===== src/rtl/dff_reg_arbiter_if.sv =====
// Bus bundle between the requesters and the shared-register arbiter.
// The master side drives requests, write data and clear; the slave side
// (the arbiter) returns grant/ack, the register value and its complement.
interface dff_reg_arbiter_if #(
    parameter int WIDTH = 8,
    parameter int NREQ  = 4
);
    logic [NREQ-1:0]       req;
    logic [NREQ*WIDTH-1:0] wdata;
    logic                  clr_req;
    logic [NREQ-1:0]       gnt;
    logic [NREQ-1:0]       ack;
    logic [WIDTH-1:0]      Q;
    logic [WIDTH-1:0]      not_Q;
    logic                  busy;

    modport master (
        output req, wdata, clr_req,
        input  gnt, ack, Q, not_Q, busy
    );

    modport slave (
        input  req, wdata, clr_req,
        output gnt, ack, Q, not_Q, busy
    );
endinterface


===== src/rtl/dff_reg_arbiter.sv =====
// Round-robin arbiter and write sequencer for one shared WIDTH-bit register.
// Requesters use a four-phase req/gnt/ack handshake; a level clear request
// zeroes the register and beats any pending write while the arbiter is idle.
// Ownership and the last-winner pointer are both kept one-hot so that the
// rotating priority search reduces to mask-and-isolate-lowest-bit arithmetic.
module dff_reg_arbiter #(
    parameter int WIDTH = 8,
    parameter int NREQ  = 4
) (
    input  logic                clk,
    input  logic                clr_n,
    dff_reg_arbiter_if.slave    bus
);

    typedef enum logic [1:0] {
        IDLE  = 2'd0,
        GRANT = 2'd1,
        WAIT  = 2'd2,
        CLEAR = 2'd3
    } state_t;

    state_t            state_q, state_d;
    // gnt_q doubles as the one-hot owner while a requester holds the register
    logic [NREQ-1:0]   gnt_q, gnt_d;
    logic [NREQ-1:0]   ack_q, ack_d;
    logic [NREQ-1:0]   last_q, last_d;
    logic [WIDTH-1:0]  q_q, q_d;

    logic [NREQ-1:0]       above_last;
    logic [NREQ-1:0]       req_masked;
    logic [NREQ-1:0]       req_pick;
    logic [NREQ-1:0]       winner_oh;
    logic                  owner_req;
    logic [NREQ*WIDTH-1:0] wdata_masked;
    logic [WIDTH-1:0]      wdata_sel;

    // Bits strictly above the last winner. When the last winner is the top
    // requester the shift overflows to zero and the mask becomes empty, so
    // the search naturally wraps to the full request vector.
    assign above_last = ~((last_q << 1) - NREQ'(1));
    assign req_masked = bus.req & above_last;
    assign req_pick   = (req_masked != '0) ? req_masked : bus.req;
    assign winner_oh  = req_pick & (~req_pick + NREQ'(1));

    // Only the owner's request line matters once a grant is out
    assign owner_req = |(bus.req & gnt_q);

    // Zero every write-data slice except the owner's
    for (genvar gi = 0; gi < NREQ; gi++) begin : g_wmask
        assign wdata_masked[gi*WIDTH +: WIDTH] =
            {WIDTH{gnt_q[gi]}} & bus.wdata[gi*WIDTH +: WIDTH];
    end

    // OR the masked slices together to select the owner's write data
    always_comb begin
        wdata_sel = '0;
        for (int i = 0; i < NREQ; i++) begin
            wdata_sel = wdata_sel | wdata_masked[i*WIDTH +: WIDTH];
        end
    end

    // Next-state and register-update decisions for the handshake sequencer
    always_comb begin
        state_d = state_q;
        gnt_d   = gnt_q;
        ack_d   = ack_q;
        last_d  = last_q;
        q_d     = q_q;
        case (state_q)
            IDLE: begin
                if (bus.clr_req) begin
                    q_d     = '0;
                    state_d = CLEAR;
                end else if (bus.req != '0) begin
                    gnt_d   = winner_oh;
                    state_d = GRANT;
                end
            end
            GRANT: begin
                if (owner_req) begin
                    q_d     = wdata_sel;
                    ack_d   = gnt_q;
                    state_d = WAIT;
                end else begin
                    // Aborted request: hand priority on without writing
                    gnt_d   = '0;
                    last_d  = gnt_q;
                    state_d = IDLE;
                end
            end
            WAIT: begin
                if (!owner_req) begin
                    gnt_d   = '0;
                    ack_d   = '0;
                    last_d  = gnt_q;
                    state_d = IDLE;
                end
            end
            CLEAR: begin
                state_d = IDLE;
            end
            default: begin
                state_d = IDLE;
            end
        endcase
    end

    // State and storage flops; clr_n clears everything regardless of clk
    always_ff @(posedge clk or negedge clr_n) begin
        if (!clr_n) begin
            state_q <= IDLE;
            gnt_q   <= '0;
            ack_q   <= '0;
            last_q  <= {1'b1, {(NREQ-1){1'b0}}};
            q_q     <= '0;
        end else begin
            state_q <= state_d;
            gnt_q   <= gnt_d;
            ack_q   <= ack_d;
            last_q  <= last_d;
            q_q     <= q_d;
        end
    end

    assign bus.gnt   = gnt_q;
    assign bus.ack   = ack_q;
    assign bus.Q     = q_q;
    assign bus.not_Q = ~q_q;
    assign bus.busy  = (state_q != IDLE);

endmodule


===== src/flat_wrapper.sv =====
// flat-port wrapper written by rule: the top's interface ports become plain ports
module dff_reg_arbiter_flat 
#(
    parameter int WIDTH = 8,
    parameter int NREQ  = 4
)
  (clk, clr_n, bus_req, bus_wdata, bus_clr_req, bus_gnt, bus_ack, bus_Q, bus_not_Q, bus_busy);
  dff_reg_arbiter_if #(.WIDTH(WIDTH), .NREQ(NREQ)) bus_i ();
  input  logic clk;
  input  logic clr_n;
  input wire logic [$bits(bus_i.req)-1:0] bus_req;
  input wire logic [$bits(bus_i.wdata)-1:0] bus_wdata;
  input wire logic [$bits(bus_i.clr_req)-1:0] bus_clr_req;
  output wire logic [$bits(bus_i.gnt)-1:0] bus_gnt;
  output wire logic [$bits(bus_i.ack)-1:0] bus_ack;
  output wire logic [$bits(bus_i.Q)-1:0] bus_Q;
  output wire logic [$bits(bus_i.not_Q)-1:0] bus_not_Q;
  output wire logic [$bits(bus_i.busy)-1:0] bus_busy;
  assign bus_i.req = bus_req;
  assign bus_i.wdata = bus_wdata;
  assign bus_i.clr_req = bus_clr_req;
  assign bus_gnt = bus_i.gnt;
  assign bus_ack = bus_i.ack;
  assign bus_Q = bus_i.Q;
  assign bus_not_Q = bus_i.not_Q;
  assign bus_busy = bus_i.busy;
  dff_reg_arbiter #(.WIDTH(WIDTH), .NREQ(NREQ)) u_core (.clk(clk), .clr_n(clr_n), .bus(bus_i));
endmodule

===== config.mk =====
export PLATFORM = sky130hd
export DESIGN_NAME = dff_reg_arbiter_flat
export DESIGN_NICKNAME = d
export VERILOG_FILES = /design/src/rtl/dff_reg_arbiter_if.sv /design/src/rtl/dff_reg_arbiter.sv /design/src/flat_wrapper.sv
export SDC_FILE = /design/constraint.sdc
export NUM_CORES = 1
export LEC_CHECK = 0
export BUFFER_PORTS_ARGS = -buffer_cell sky130_fd_sc_hd__buf_2
export CORE_MARGIN = 3
export CORE_UTILIZATION = 45
export CTS_BUF_LIST = sky130_fd_sc_hd__clkbuf_16
export CTS_CLUSTER_DIAMETER = 100
export DETAILED_ROUTE_END_ITERATION = 8
export GPL_ROUTABILITY_DRIVEN = 0
export PLACE_DENSITY = 0.85
export SYNTH_ARGS = -nofsm -noshare
export SYNTH_HDL_FRONTEND = slang
export SYNTH_SLANG_ARGS = --single-unit

===== constraint.sdc =====
create_clock -name clk -period 2.55 [get_ports clk]
set_clock_uncertainty 0.1 [all_clocks]
set_input_delay 0 -clock clk [delete_from_list [all_inputs] [get_ports clk]]
set_output_delay 0 -clock clk [all_outputs]
set_load 0.05 [all_outputs]

==> results of run 1 <==
## cells in the final DEF, fill, tap and decap left out, types with 2 or more instances in the layout
master / count
a21oi_1: 11
a22o_1: 5
a22oi_1: 19
buf_2: 63
buf_4: 3
clkbuf_16: 3
dfrtp_1: 21
dlygate4sd3_1: 3
ha_1: 4
inv_1: 17
mux2_2: 10
mux2i_1: 2
nand2_1: 3
nand3b_1: 2
o21ai_0: 3
## worst reg2reg max path: cells and delay by family (launching register included)
family	cells	cell delay (ns)
flip-flops	1	0.38
adder cells (fa/ha/maj)	1	0.20
buffers and inverters	2	0.42
multiplexers	1	0.40
AO/OA/AOI/OAI	1	0.56
## final cells by class
cell class	instances	area [um^2]
fill	195	838
multi-input combinational	81	678
sequential	21	526
timing repair buffer	69	368
clock buffer	3	75.1
inverter	17	63.8
tap	30	37.5
clock inverter	1	3.75
## sequential cells by signal, summed over array words and instances (netlist names)
signal          cells
u_core.last_q       3
u_core.bus.ack      4
u_core.bus.Q        8
u_core.bus.gnt      4
u_core.state_q      2
## cells in the mapped netlist
cell type   n  area share (%)
or2_2       1            0.49
a21oi_1    11             4.3
mux2_2     10             8.7
nand3b_1    2             1.2
o2111ai_1   1            0.68
a21oi_2     1            0.68
a2111oi_0   1            0.68
clkbuf_1    3            0.87
a22oi_1    19              11
ha_1        4             3.9
nand2_1     3            0.87
mux2_4      1             1.2
and3_1      1            0.49
nand3_1     1            0.39
a31oi_1     1            0.49
o31ai_2     1            0.97
a211oi_4    1             1.6
a22o_1      5             3.4
buf_6       1            0.87
inv_1      16             4.7
a22oi_4     1             1.6
mux2i_1     2             1.6
nor3b_1     1            0.58
clkinv_1    1            0.29
and2_1      1            0.49
a21o_2      1            0.68
and2b_1     1            0.58
or4_4       1            0.87
o21ai_0     3             1.2
dfrtp_1    21              41
a22o_2      1            0.78
a21boi_0    1            0.58
xnor2_1     1            0.68
o2bb2ai_1   1            0.68
a21o_1      1            0.58
nor3_2      1            0.78
## cell families after synthesis
| logic type | count (synthesis) |
|---|---|
| fa+ha+maj | 4 |
| xor+xnor | 1 |
| flops | 21 |
| simple gates | 13 |
| mux | 13 |
| buf+inv | 21 |
| compound gates | 50 |
## final timing paths
| path | from | end | slack, ns | depth (start not counted) |
|---|---|---|---|---|
| setup / recovery | u_core.state_q[1] | u_core.bus.Q[2] | 0.37 | 5 |
| hold / removal | bus_clr_req | u_core.state_q[0] | 0.03 | 3 |
| setup reg to reg | u_core.state_q[1] | u_core.bus.Q[2] | 0.37 | 5 |
| hold reg to reg | u_core.bus.ack[2] | u_core.bus.ack[2] | 0.40 | 1 |
| max in group asynchronous | clr_n | u_core.bus.ack[3] | 1.88 | 2 |
| min in group asynchronous | clr_n | u_core.last_q[1] | 0.14 | 2 |
## metal layers
| metal | up-vias | GRT usage, % |
|---|---|---|
| li1 | 603 | - |
| met1 | 601 | 28.2 |
| met2 | 59 | 40.1 |
| met3 | 6 | 3.92 |
| met4 | 0 | 8.23 |
| met5 | - | 0 |
## per-stage QoR
step	total power [mW]	util, %	std cells	instance area (um^2)	setup slack (ns)
6_report	2.25	67.6	222	1750	0.373
5_1_grt	2.37	67.6	222	1750	0.222
4_1_cts	2.24	67.6	222	1750	0.369
3_5_place_dp	1.91	63.4	215	1640	0.390
3_3_place_gp	1.84	63.4	215	1640	0.538
2_1_floorplan	1.57	-	123	1290	0.576
## where the power goes
group	switching (mW)	internal (mW)	leakage, nW
registers	0.110	0.429	0.284
clock network	0.116	0.209	0.0423
logic	0.890	0.496	0.545
total	1.12	1.13	0.871
==> metrics.md, run 1 <==
| Metric | Value |
|---|---|
| Vias | `1269` |
| CP max FO | `10` |
| Met2 WL | `2020 um` |
| Yosys cell types | `36` |
| Site Rows | `18` |
| Maximum buffer depth of the clock tree | `2` |
| Hold_buf cts | `3` |
| PostCTS Resize Cnt | `0` |
| Initial antenna violation count | `0` |
| Setup bufs post-CTS | `0` |
| Final hold slack | `0.0311 ns` |
| Clk sinks | `21` |
| Sequential fraction of the synthesis area | `40.7%` |
| Crit path launch type | `flip-flop` |
| Worst slew margin relative to its limit | `63.9%` |
| Area Overhead vs Synth | `35.8%` |
| Post-synthesis register bit count | `21` |
| Family with the most delay on the worst path | `compound AO/OA/AOI/OAI gates` |
| Syn avg cell area | `10.5 um^2` |
| Final hold vios | `0` |
| Hold Crit Class | `in -> reg` |
| Tot GR Track Use | `23.0%` |
| Fin crit share | `85.4%` |
| Core Box Area | `0.00259 mm^2` |
| Post-route ant nets | `0` |
| Die height | `59.5 um` |
| Pwr/cell area | `1280 mW/mm^2` |
| Starting DRC count in detailed routing | `35` |
| Mapped cell area | `0.00129 mm^2` |
| Worst setup EP type | `flip-flop` |
| Fin nets | `236` |
| Post-synthesis mux area share | `11.4%` |
| # IOs | `64` |
| TritonCTS Buffers | `3` |
| Cells after Synth | `123` |
| DP HPWL | `2860 um` |
| Fmax | `459 MHz` |
| Synth Net Count | `166` |
| Initial Utilization | `49.8%` |
| Setup TNS | `0 ns` |
| Residual DRC | `0` |
| Largest family of logic cells by synthesized area | `compound AO/OA/AOI/OAI gates` |
| Vias in the first global route | `1349` |
| Slowest library cell on the worst path | `a211oi_4` |
| Share of layout cells above drive strength 1 | `46.4%` |
| Routed WL | `3860 um` |
| Worst Max-Slew Pin Slew | `0.528 ns` |
| Max Slew Vio Count | `0` |
| Yosys Warn Count | `0` |
| Mean routed wirelength per cell | `17.4 um` |
| WL met1 | `1530 um` |
| Die width | `59.5 um` |
| Clk_lat worst skew | `0.25 ns` |
| Compound-Gate Fraction of Synth Area | `29.9%` |
| Ant diodes | `0` |
| Post-Synth Adder-Cell Area | `3.88%` |
| Vias per inst | `5.72` |
| Wire length on met3 | `259 um` |
| Crit path time final | `2.18 ns` |
| 1st-pass router iterations | `4` |
| Max-Cap Viols | `0` |
| Largest net degree at the start of global routing | `22` |
| Post-Synth XOR/XNOR Area | `0.679%` |
| Critical Path RT | `2.58 ns` |
| WP buf/inv | `2` |
| Top sig layer | `met4` |
| Maximum vdd ir drop | `0.967 mV` |
| Crit Path Class | `reg -> reg` |
| # port buffers | `63` |
| Simple logic cell fraction of the synthesized area | `6.69%` |
| Worst-path clk slew | `0.06 ns` |
| Die footprint | `0.00355 mm^2` |
| Number of H-tree levels | `1` |
| Unrepaired setup endpoints after global routing | `no` |
| Final setup viols | `0` |
| Grt ovf | `0` |
| First-pass GRT wire length | `6130 um` |
| Root Buffer | `clkbuf_16` |
| Status | `finished clean` |
| CP arrival | `2.21 ns` |
| Worst path cell trace | `inv_1 > ha_1 > clkinv_1 > a211oi_4 > mux2_2` |
| CP max stage delay | `0.56 ns` |
| Leakage | `0.871 nW` |
| TritonCTS clock tree | `built` |
No activity file was read; power rests on OpenSTA's default activity.
==> run 2, diff against run 1 <==
Settings changed: ABC_AREA from default to 1, PLACE_DENSITY 0.85 to 0.84.
==> run 2 against run 1 <==
Maximum frequency up 2.9%. Via count grew 9.4%. Critical path depth is 1 higher. Sequential power shrank 9.3%. Synthesized area is 3.0% higher. Sequential cell count stayed put. Wire length decreased by 7.5%. First-iteration DRC count rose by 46%. Cell count increased by 20%. Clock power grew 4%.
==> metrics.md, run 2 <==
| Metric | Value |
|---|---|
| Site Rows | `19 (was 18)` |
| Tot Pwr | `1.98 mW (was 2.25 mW)` |
| FF-to-FF setup slack | `0.43 ns (was 0.37 ns)` |
| Compound-Gate Fraction of Synth Area | `25.5% (was 29.9%)` |
| Final setup viols | `0 (unchanged)` |
| Clk sinks | `21 (unchanged)` |
| Syn avg cell area | `7.77 um^2 (was 10.5 um^2)` |
| Starting DRC count in detailed routing | `51 (was 35)` |
| Worst setup EP type | `flip-flop (unchanged)` |
| Crit Path Class | `reg -> reg (unchanged)` |
| 1st-pass router iterations | `4 (unchanged)` |
| Most common cell in the netlist | `nand2_1 (was dfrtp_1)` |
| Fin nets | `279 (was 236)` |
| Status | `finished clean (unchanged)` |
| Cells after Synth | `171 (was 123)` |
| Die height | `60.3 um (was 59.5 um)` |
| Leakage | `0.945 nW (was 0.871 nW)` |
| Unrepaired setup endpoints after global routing | `no (unchanged)` |
| Final hold vios | `0 (unchanged)` |
| Maximum buffer depth of the clock tree | `2 (unchanged)` |
| Tot GR Track Use | `20.2% (was 23.0%)` |
| Commonest non-fill, non-tap cell in the layout | `buf_2 (unchanged)` |
| Fmax | `473 MHz (was 459 MHz)` |
| Yosys cell types | `19 (was 36)` |
| Post-synth ARST share | `100% (unchanged)` |
| Slowest library cell on the worst path | `or2_1 (was a211oi_4)` |
| Yosys Warn Count | `0 (unchanged)` |
| Max reg flops | `8 (unchanged)` |
| Root Buffer | `clkbuf_16 (unchanged)` |
| Crit path time final | `2.12 ns (was 2.18 ns)` |
| Sequential fraction of the synthesis area | `39.5% (was 40.7%)` |
| Maximum vdd ir drop | `0.699 mV (was 0.967 mV)` |
| Dominant cell type by area after synthesis | `dfrtp_1 (unchanged)` |
| Ant diodes | `0 (unchanged)` |
| CP max FO | `16 (was 10)` |
| Post-Synth XOR/XNOR Area | `0% (was 0.679%)` |
| Fin crit share | `83.0% (was 85.4%)` |
| CP max stage delay | `0.61 ns (was 0.56 ns)` |
| Mapped cell area | `0.00133 mm^2 (was 0.00129 mm^2)` |
| Worst slew margin relative to its limit | `51.9% (was 63.9%)` |
| Fill count | `256 (was 195)` |
| Final non-filler cell total | `266 (was 222)` |
| WP buf/inv | `0 (was 2)` |
| Simple logic cell fraction of the synthesized area | `20.6% (was 6.69%)` |
| Number of H-tree levels | `1 (unchanged)` |
| Vias | `1388 (was 1269)` |
| Residual DRC | `0 (unchanged)` |
| # IOs | `64 (unchanged)` |
| Critical Path RT | `2.63 ns (was 2.58 ns)` |
| Most common cell on crit path | `nand2_1` |
| Top FF cell, synth | `dfrtp_1 (unchanged)` |
| CP arrival | `2.19 ns (was 2.21 ns)` |
| TritonCTS clock tree | `built (unchanged)` |
| Grt ovf | `0 (unchanged)` |
| Largest net degree at the start of global routing | `22 (unchanged)` |
| Post-route ant nets | `0 (unchanged)` |
| Dominant cells by area after synthesis | `dfrtp_1 (40%), nand2_1 (12%), a22o_1 (11%), o21ai_0 (6.8%), inv_1 (6.8%) (was dfrtp_1 (41%), a22oi_1 (11%), mux2_2 (8.7%), inv_1 (4.7%), a21oi_1 (4.3%))` |
| Worst-path clk slew | `0.06 ns (about the same)` |
| Final design utilization | `62.6% (was 67.6%)` |
| Final Instance Area | `0.00174 mm^2 (was 0.00175 mm^2)` |
| Family with the most delay on the worst path | `simple AND/OR/NAND/NOR gates (was compound AO/OA/AOI/OAI gates)` |
| Initial Utilization | `47.8% (was 49.8%)` |
| Post-Synth Adder-Cell Area | `3.77% (was 3.88%)` |
| Die footprint | `0.00364 mm^2 (was 0.00355 mm^2)` |
| Vias in the first global route | `1277 (was 1349)` |
| Pwr/cell area | `1140 mW/mm^2 (was 1280 mW/mm^2)` |
| Post-synthesis mux area share | `0% (was 11.4%)` |
| Worst path cell trace | `nand2_1 > nand4_1 > nor2_1 > or2_1 > nand2_1 > o21ai_2 (was inv_1 > ha_1 > clkinv_1 > a211oi_4 > mux2_2)` |
| Vias per inst | `5.22 (was 5.72)` |
| Core Box Area | `0.00278 mm^2 (was 0.00259 mm^2)` |
| Area Overhead vs Synth | `31.1% (was 35.8%)` |
| Setup bufs post-CTS | `0 (unchanged)` |
| PostCTS Resize Cnt | `0 (unchanged)` |
| Initial antenna violation count | `0 (unchanged)` |
| Largest family of logic cells by synthesized area | `compound AO/OA/AOI/OAI gates (unchanged)` |
| Share of layout cells above drive strength 1 | `34.5% (was 46.4%)` |
| # port buffers | `63 (unchanged)` |
| Hold Crit Class | `in -> reg (unchanged)` |
| DP Area | `0.00165 mm^2 (was 0.00164 mm^2)` |
| Post-synthesis register bit count | `21 (unchanged)` |
| Placed cells | `261 (was 215)` |
| Clk_lat worst skew | `0.25 ns (about the same)` |
| Worst Max-Slew Pin Slew | `0.721 ns (was 0.528 ns)` |
| First-pass GRT wire length | `5450 um (was 6130 um)` |
| Max Slew Vio Count | `0 (unchanged)` |
| DP HPWL | `2550 um (was 2860 um)` |
| Most frequent cells in the layout | `buf_2 (63), nand2_1 (44), inv_1 (24), dfrtp_1 (21), o21ai_0 (18) (was buf_2 (63), dfrtp_1 (21), a22oi_1 (19), inv_1 (17), a21oi_1 (11))` |
| Max-Cap Viols | `0 (unchanged)` |
| EDFF count, synth | `0 (unchanged)` |
| TritonCTS Buffers | `3 (unchanged)` |
| Crit path launch type | `flip-flop (unchanged)` |
| Routed WL | `3570 um (was 3860 um)` |
| Synth cell count leaders | `nand2_1 (44), inv_1 (24), dfrtp_1 (21) (was dfrtp_1 (21), a22oi_1 (19), inv_1 (16))` |
| Mean routed wirelength per cell | `13.4 um (was 17.4 um)` |
| Die width | `60.3 um (was 59.5 um)` |
| Synth Net Count | `214 (was 166)` |
| Setup TNS | `0 ns (unchanged)` |
| Share of Yosys cell area claimed by the top area cell type | `39.5% (was 40.7%)` |
-- run 2: cell count changes after synthesis, sizes merged, moves of 8 or more --
cell / delta
nand2: +43
o21ai: +23
nor2: +9
a21oi: -8
inv: +9
mux2: -11
a22o: +10
a22oi: -20
nand3: +9
-- run 2: final cells by class --
class / count / area (um^2) / share of cell area, %
multi-input cells: 119 / 663 / 38.1
flip-flops and latches: 21 / 526 / 30.2
repair buffers: 66 / 340 / 19.5
inverters: 25 / 93.8 / 5.39
clock buffers: 3 / 75.1 / 4.31
well taps: 31 / 38.8 / 2.23
clock inverters: 1 / 5.00 / 0.287
-- run 2: cells by family after synthesis --
kind of cell | after synthesis
adders and majority gates | 4
AOI/OAI and AO/OA | 48
and+or+nand+nor | 67
DFF | 21
buffers and inverters | 31
-- run 2: final timing paths --
| kind | from | end | depth (start not counted) |
|---|---|---|---|
| hold reg to reg | u_core.bus.ack[3] | u_core.bus.ack[3] | 2 |
| max in group asynchronous | clr_n | u_core.bus.ack[2] | 2 |
| setup reg to reg | u_core.bus.gnt[1] | u_core.bus.Q[1] | 6 |
| hold / removal | bus_req[3] | u_core.bus.gnt[3] | 5 |
| setup / recovery | u_core.bus.gnt[1] | u_core.bus.Q[1] | 6 |
| min in group asynchronous | clr_n | u_core.bus.Q[4] | 2 |
-- run 2: worst reg2reg max path, stage by stage, from the launching register on --
cell     delay, ns
dfrtp_1       0.54
nand2_1       0.18
nand4_1       0.16
nor2_1        0.19
or2_1         0.61
nand2_1       0.18
o21ai_2       0.09
-- run 2: metal layers --
metal	part of all wire [%]	GRT usage (%)	up-vias
li1	-	-	693
met1	41	24.7	626
met2	50	34.7	60
met3	8.0	3.62	9
met4	1.8	8.54	0
met5	0	0	-
-- run 2: what timing repair did --
action                                 in CTS  in global routing
hold buffers                                1                  0
endpoints found under the hold margin      21                  0
setup endpoints to repair                   0                  0
-- run 2: metrics by stage --
stage	setup WS, ns	hold WS [ns]
floorplan	0.834	-0.396
global placement	0.625	-0.122
detailed placement	0.548	-0.115
CTS	0.442	0.0414
global route	0.284	0.0787
finish	0.434	0.0409
-- run 2: power breakdown --
| group | switching (mW) | internal [mW] |
|---|---|---|
| registers | 0.0721 | 0.417 |
| clock network | 0.126 | 0.211 |
| logic | 0.818 | 0.333 |
| total | 1.02 | 0.961 |
==> run 3, diff against run 2 <==
Settings changed: CORE_UTILIZATION 45 to 41, PLACE_DENSITY 0.84 to 0.81.
Clock period 2.55 ns to 1.85 ns, I/O delays scaled along.
==> run 3 against run 2 <==
Maximum frequency rose by 28%. Hold slack lost 0.0031 ns. Total power rose by 40%. Critical path type unchanged. Critical endpoint is now u_core.bus.Q[2]. Via count down 2.7%. Core utilization is 4.2 points lower. Sequential power increased by 31%.
==> metrics.md, run 3 (synthesized netlist as in run 2, its figures left out) <==
| Metric | Value |
|---|---|
| CP arrival | `1.70 ns (was 2.19 ns)` |
| Core Box Area | `0.00308 mm^2 (was 0.00278 mm^2)` |
| Placed cells | `278 (was 261)` |
| Min-Delay Path Depth | `5 (unchanged)` |
| TritonCTS clock tree | `built (unchanged)` |
| Worst slew margin relative to its limit | `67.9% (was 51.9%)` |
| Worst setup startpoint | `u_core.state_q[0] (was u_core.bus.gnt[1])` |
| Fmax | `603 MHz (was 473 MHz)` |
| Die height | `62.9 um (was 60.3 um)` |
| Tot Pwr | `2.78 mW (was 1.98 mW)` |
| Grt ovf | `0 (unchanged)` |
| Starting DRC count in detailed routing | `77 (was 51)` |
| Routed WL | `3440 um (was 3570 um)` |
| Worst reg2reg path endpoint | `u_core.bus.Q[2] (was u_core.bus.Q[1])` |
| Met2 WL | `1750 um (was 1770 um)` |
| Pwr/cell area | `1550 mW/mm^2 (was 1140 mW/mm^2)` |
| Vias per inst | `4.77 (was 5.22)` |
| Final hold vios | `0 (unchanged)` |
| Worst setup EP type | `flip-flop (unchanged)` |
| Tot GR Track Use | `17.9% (was 20.2%)` |
| Clk sinks | `21 (unchanged)` |
| Hold Crit Class | `in -> reg (unchanged)` |
| Maximum buffer depth of the clock tree | `2 (unchanged)` |
| WL met1 | `1440 um (was 1450 um)` |
| Vias | `1350 (was 1388)` |
| Worst r2r src | `u_core.state_q[0] (was u_core.bus.gnt[1])` |
| Fill count | `302 (was 256)` |
| Worst Max-Slew Pin Slew | `0.481 ns (was 0.721 ns)` |
| Final setup viols | `0 (unchanged)` |
| Max Slew Vio Count | `0 (unchanged)` |
| Max-Cap Viols | `0 (unchanged)` |
| Most frequent cells in the layout | `buf_2 (63), nand2_1 (44), inv_1 (25), dfrtp_1 (21), o21ai_0 (18) (was buf_2 (63), nand2_1 (44), inv_1 (24), dfrtp_1 (21), o21ai_0 (18))` |
| Post-route ant nets | `0 (unchanged)` |
| Worst-path clk slew | `0.05 ns (was 0.06 ns)` |
| Commonest non-fill, non-tap cell in the layout | `buf_2 (unchanged)` |
| # port buffers | `63 (unchanged)` |
| Residual DRC | `0 (unchanged)` |
| Share of layout cells above drive strength 1 | `35.6% (was 34.5%)` |
| Setup bufs post-CTS | `0 (unchanged)` |
| DP HPWL | `2600 um (was 2550 um)` |
| Final design utilization | `58.4% (was 62.6%)` |
| Clk_lat worst skew | `0.25 ns (about the same)` |
| Final Instance Area | `0.00180 mm^2 (was 0.00174 mm^2)` |
| Crit path to | `u_core.bus.Q[2] (was u_core.bus.Q[1])` |
| Initial Utilization | `43.2% (was 47.8%)` |
| Wire length on met3 | `227 um (was 284 um)` |
| Crit path time final | `1.66 ns (was 2.12 ns)` |
| Root Buffer | `clkbuf_16 (unchanged)` |
| Final non-filler cell total | `283 (was 266)` |
| FF-to-FF setup slack | `0.19 ns (was 0.43 ns)` |
| Setup TNS | `0 ns (unchanged)` |
| Fin nets | `283 (was 279)` |
| Site Rows | `20 (was 19)` |
| TritonCTS Buffers | `3 (unchanged)` |
| Area of the multi-input gates | `673 um^2 (was 663 um^2)` |
| DP Area | `0.00170 mm^2 (was 0.00165 mm^2)` |
| Crit Path Class | `reg -> reg (unchanged)` |
| Die width | `62.9 um (was 60.3 um)` |
| Top sig layer | `met4 (unchanged)` |
| Max reg flops | `8 (unchanged)` |
| Status | `finished clean (unchanged)` |
| Fin crit share | `89.7% (was 83.0%)` |
| Mean routed wirelength per cell | `12.1 um (was 13.4 um)` |
| Crit path launch type | `flip-flop (unchanged)` |
| Leakage | `0.969 nW (was 0.945 nW)` |
| Vias in the first global route | `1250 (was 1277)` |
| Maximum vdd ir drop | `0.913 mV (was 0.699 mV)` |
| Critical Path RT | `1.89 ns (was 2.63 ns)` |
| Worst Reg-to-Reg Cells | `7 (was 6)` |
| First-pass GRT wire length | `5600 um (was 5450 um)` |
| Area Overhead vs Synth | `35.2% (was 31.1%)` |
| Unrepaired setup endpoints after global routing | `no (unchanged)` |
| Ant diodes | `0 (unchanged)` |
| 1st-pass router iterations | `4 (unchanged)` |
| FF+latch area | `526 um^2 (unchanged)` |
| Initial antenna violation count | `0 (unchanged)` |
| Die footprint | `0.00396 mm^2 (was 0.00364 mm^2)` |
| # IOs | `64 (unchanged)` |
| Number of H-tree levels | `1 (unchanged)` |
| CP max FO | `16 (unchanged)` |
| Largest net degree at the start of global routing | `22 (unchanged)` |
## run 3: cell types whose count changed in the layout (fill, tap and decap cells not counted), sizes merged
cell | before | now
buf | 65 | 69
clkinv | 1 | 0
inv | 25 | 26
## run 3: metrics by stage
step	worst slack, ns	hold WS, ns
3_3_place_gp	0.0547	-0.122
4_1_cts	0.0372	0.0393
5_1_grt	0.0320	0.0567
3_5_place_dp	-0.0260	-0.110
6_report	0.191	0.0378
2_1_floorplan	0.134	-0.396
## run 3: how the worst min path moves through the flow
| stage | startpoint | endpoint | slack, ns |
|---|---|---|---|
| global placement | clr_n | u_core.bus.ack[0] | -0.12 |
| floorplan | clr_n | u_core.bus.Q[0] | -0.40 |
| detailed placement | clr_n | u_core.bus.ack[3] | -0.11 |
| global route | bus_req[3] | u_core.bus.gnt[3] | 0.06 |
| finish | bus_req[3] | u_core.bus.gnt[3] | 0.04 |
| CTS | bus_req[3] | u_core.bus.gnt[3] | 0.04 |
## run 3: critical path, stage by stage (launching register included)
cell	delay, ns
dfrtp_1	0.38
inv_1	0.10
ha_1	0.25
nand2_1	0.10
o21a_1	0.12
or2_4	0.34
nand2_1	0.10
o21ai_2	0.05
## run 3: repair_timing
action | 4_1_cts | 5_1_grt
hold buffers | 1 | 0
setup endpoints to repair | 8 | 10
endpoints found under the hold margin | 21 | 0
resized for setup | 1 | 2
## run 3: layout make-up
cell class | count | share of cell area (%)
multi-input combinational | 119 | 37.5
tap | 44 | 3.06
timing repair buffer | 70 | 20.6
sequential | 21 | 29.2
clock inverter | 1 | 0.209
inverter | 25 | 5.22
clock buffer | 3 | 4.18
## run 3: routing by layer
layer	track usage, %	vias up
li1	-	699
met1	21.1	605
met2	31.0	42
met3	5.04	4
met4	6.34	0
met5	0	-
## run 3: power breakdown
part	switching [mW]	leakage (nW)	total [mW]	internal [mW]
Clock	0.159	0.0423	0.447	0.288
Sequential	0.0636	0.282	0.639	0.575
Combinational	1.17	0.644	1.69	0.520
Total	1.39	0.969	2.78	1.38
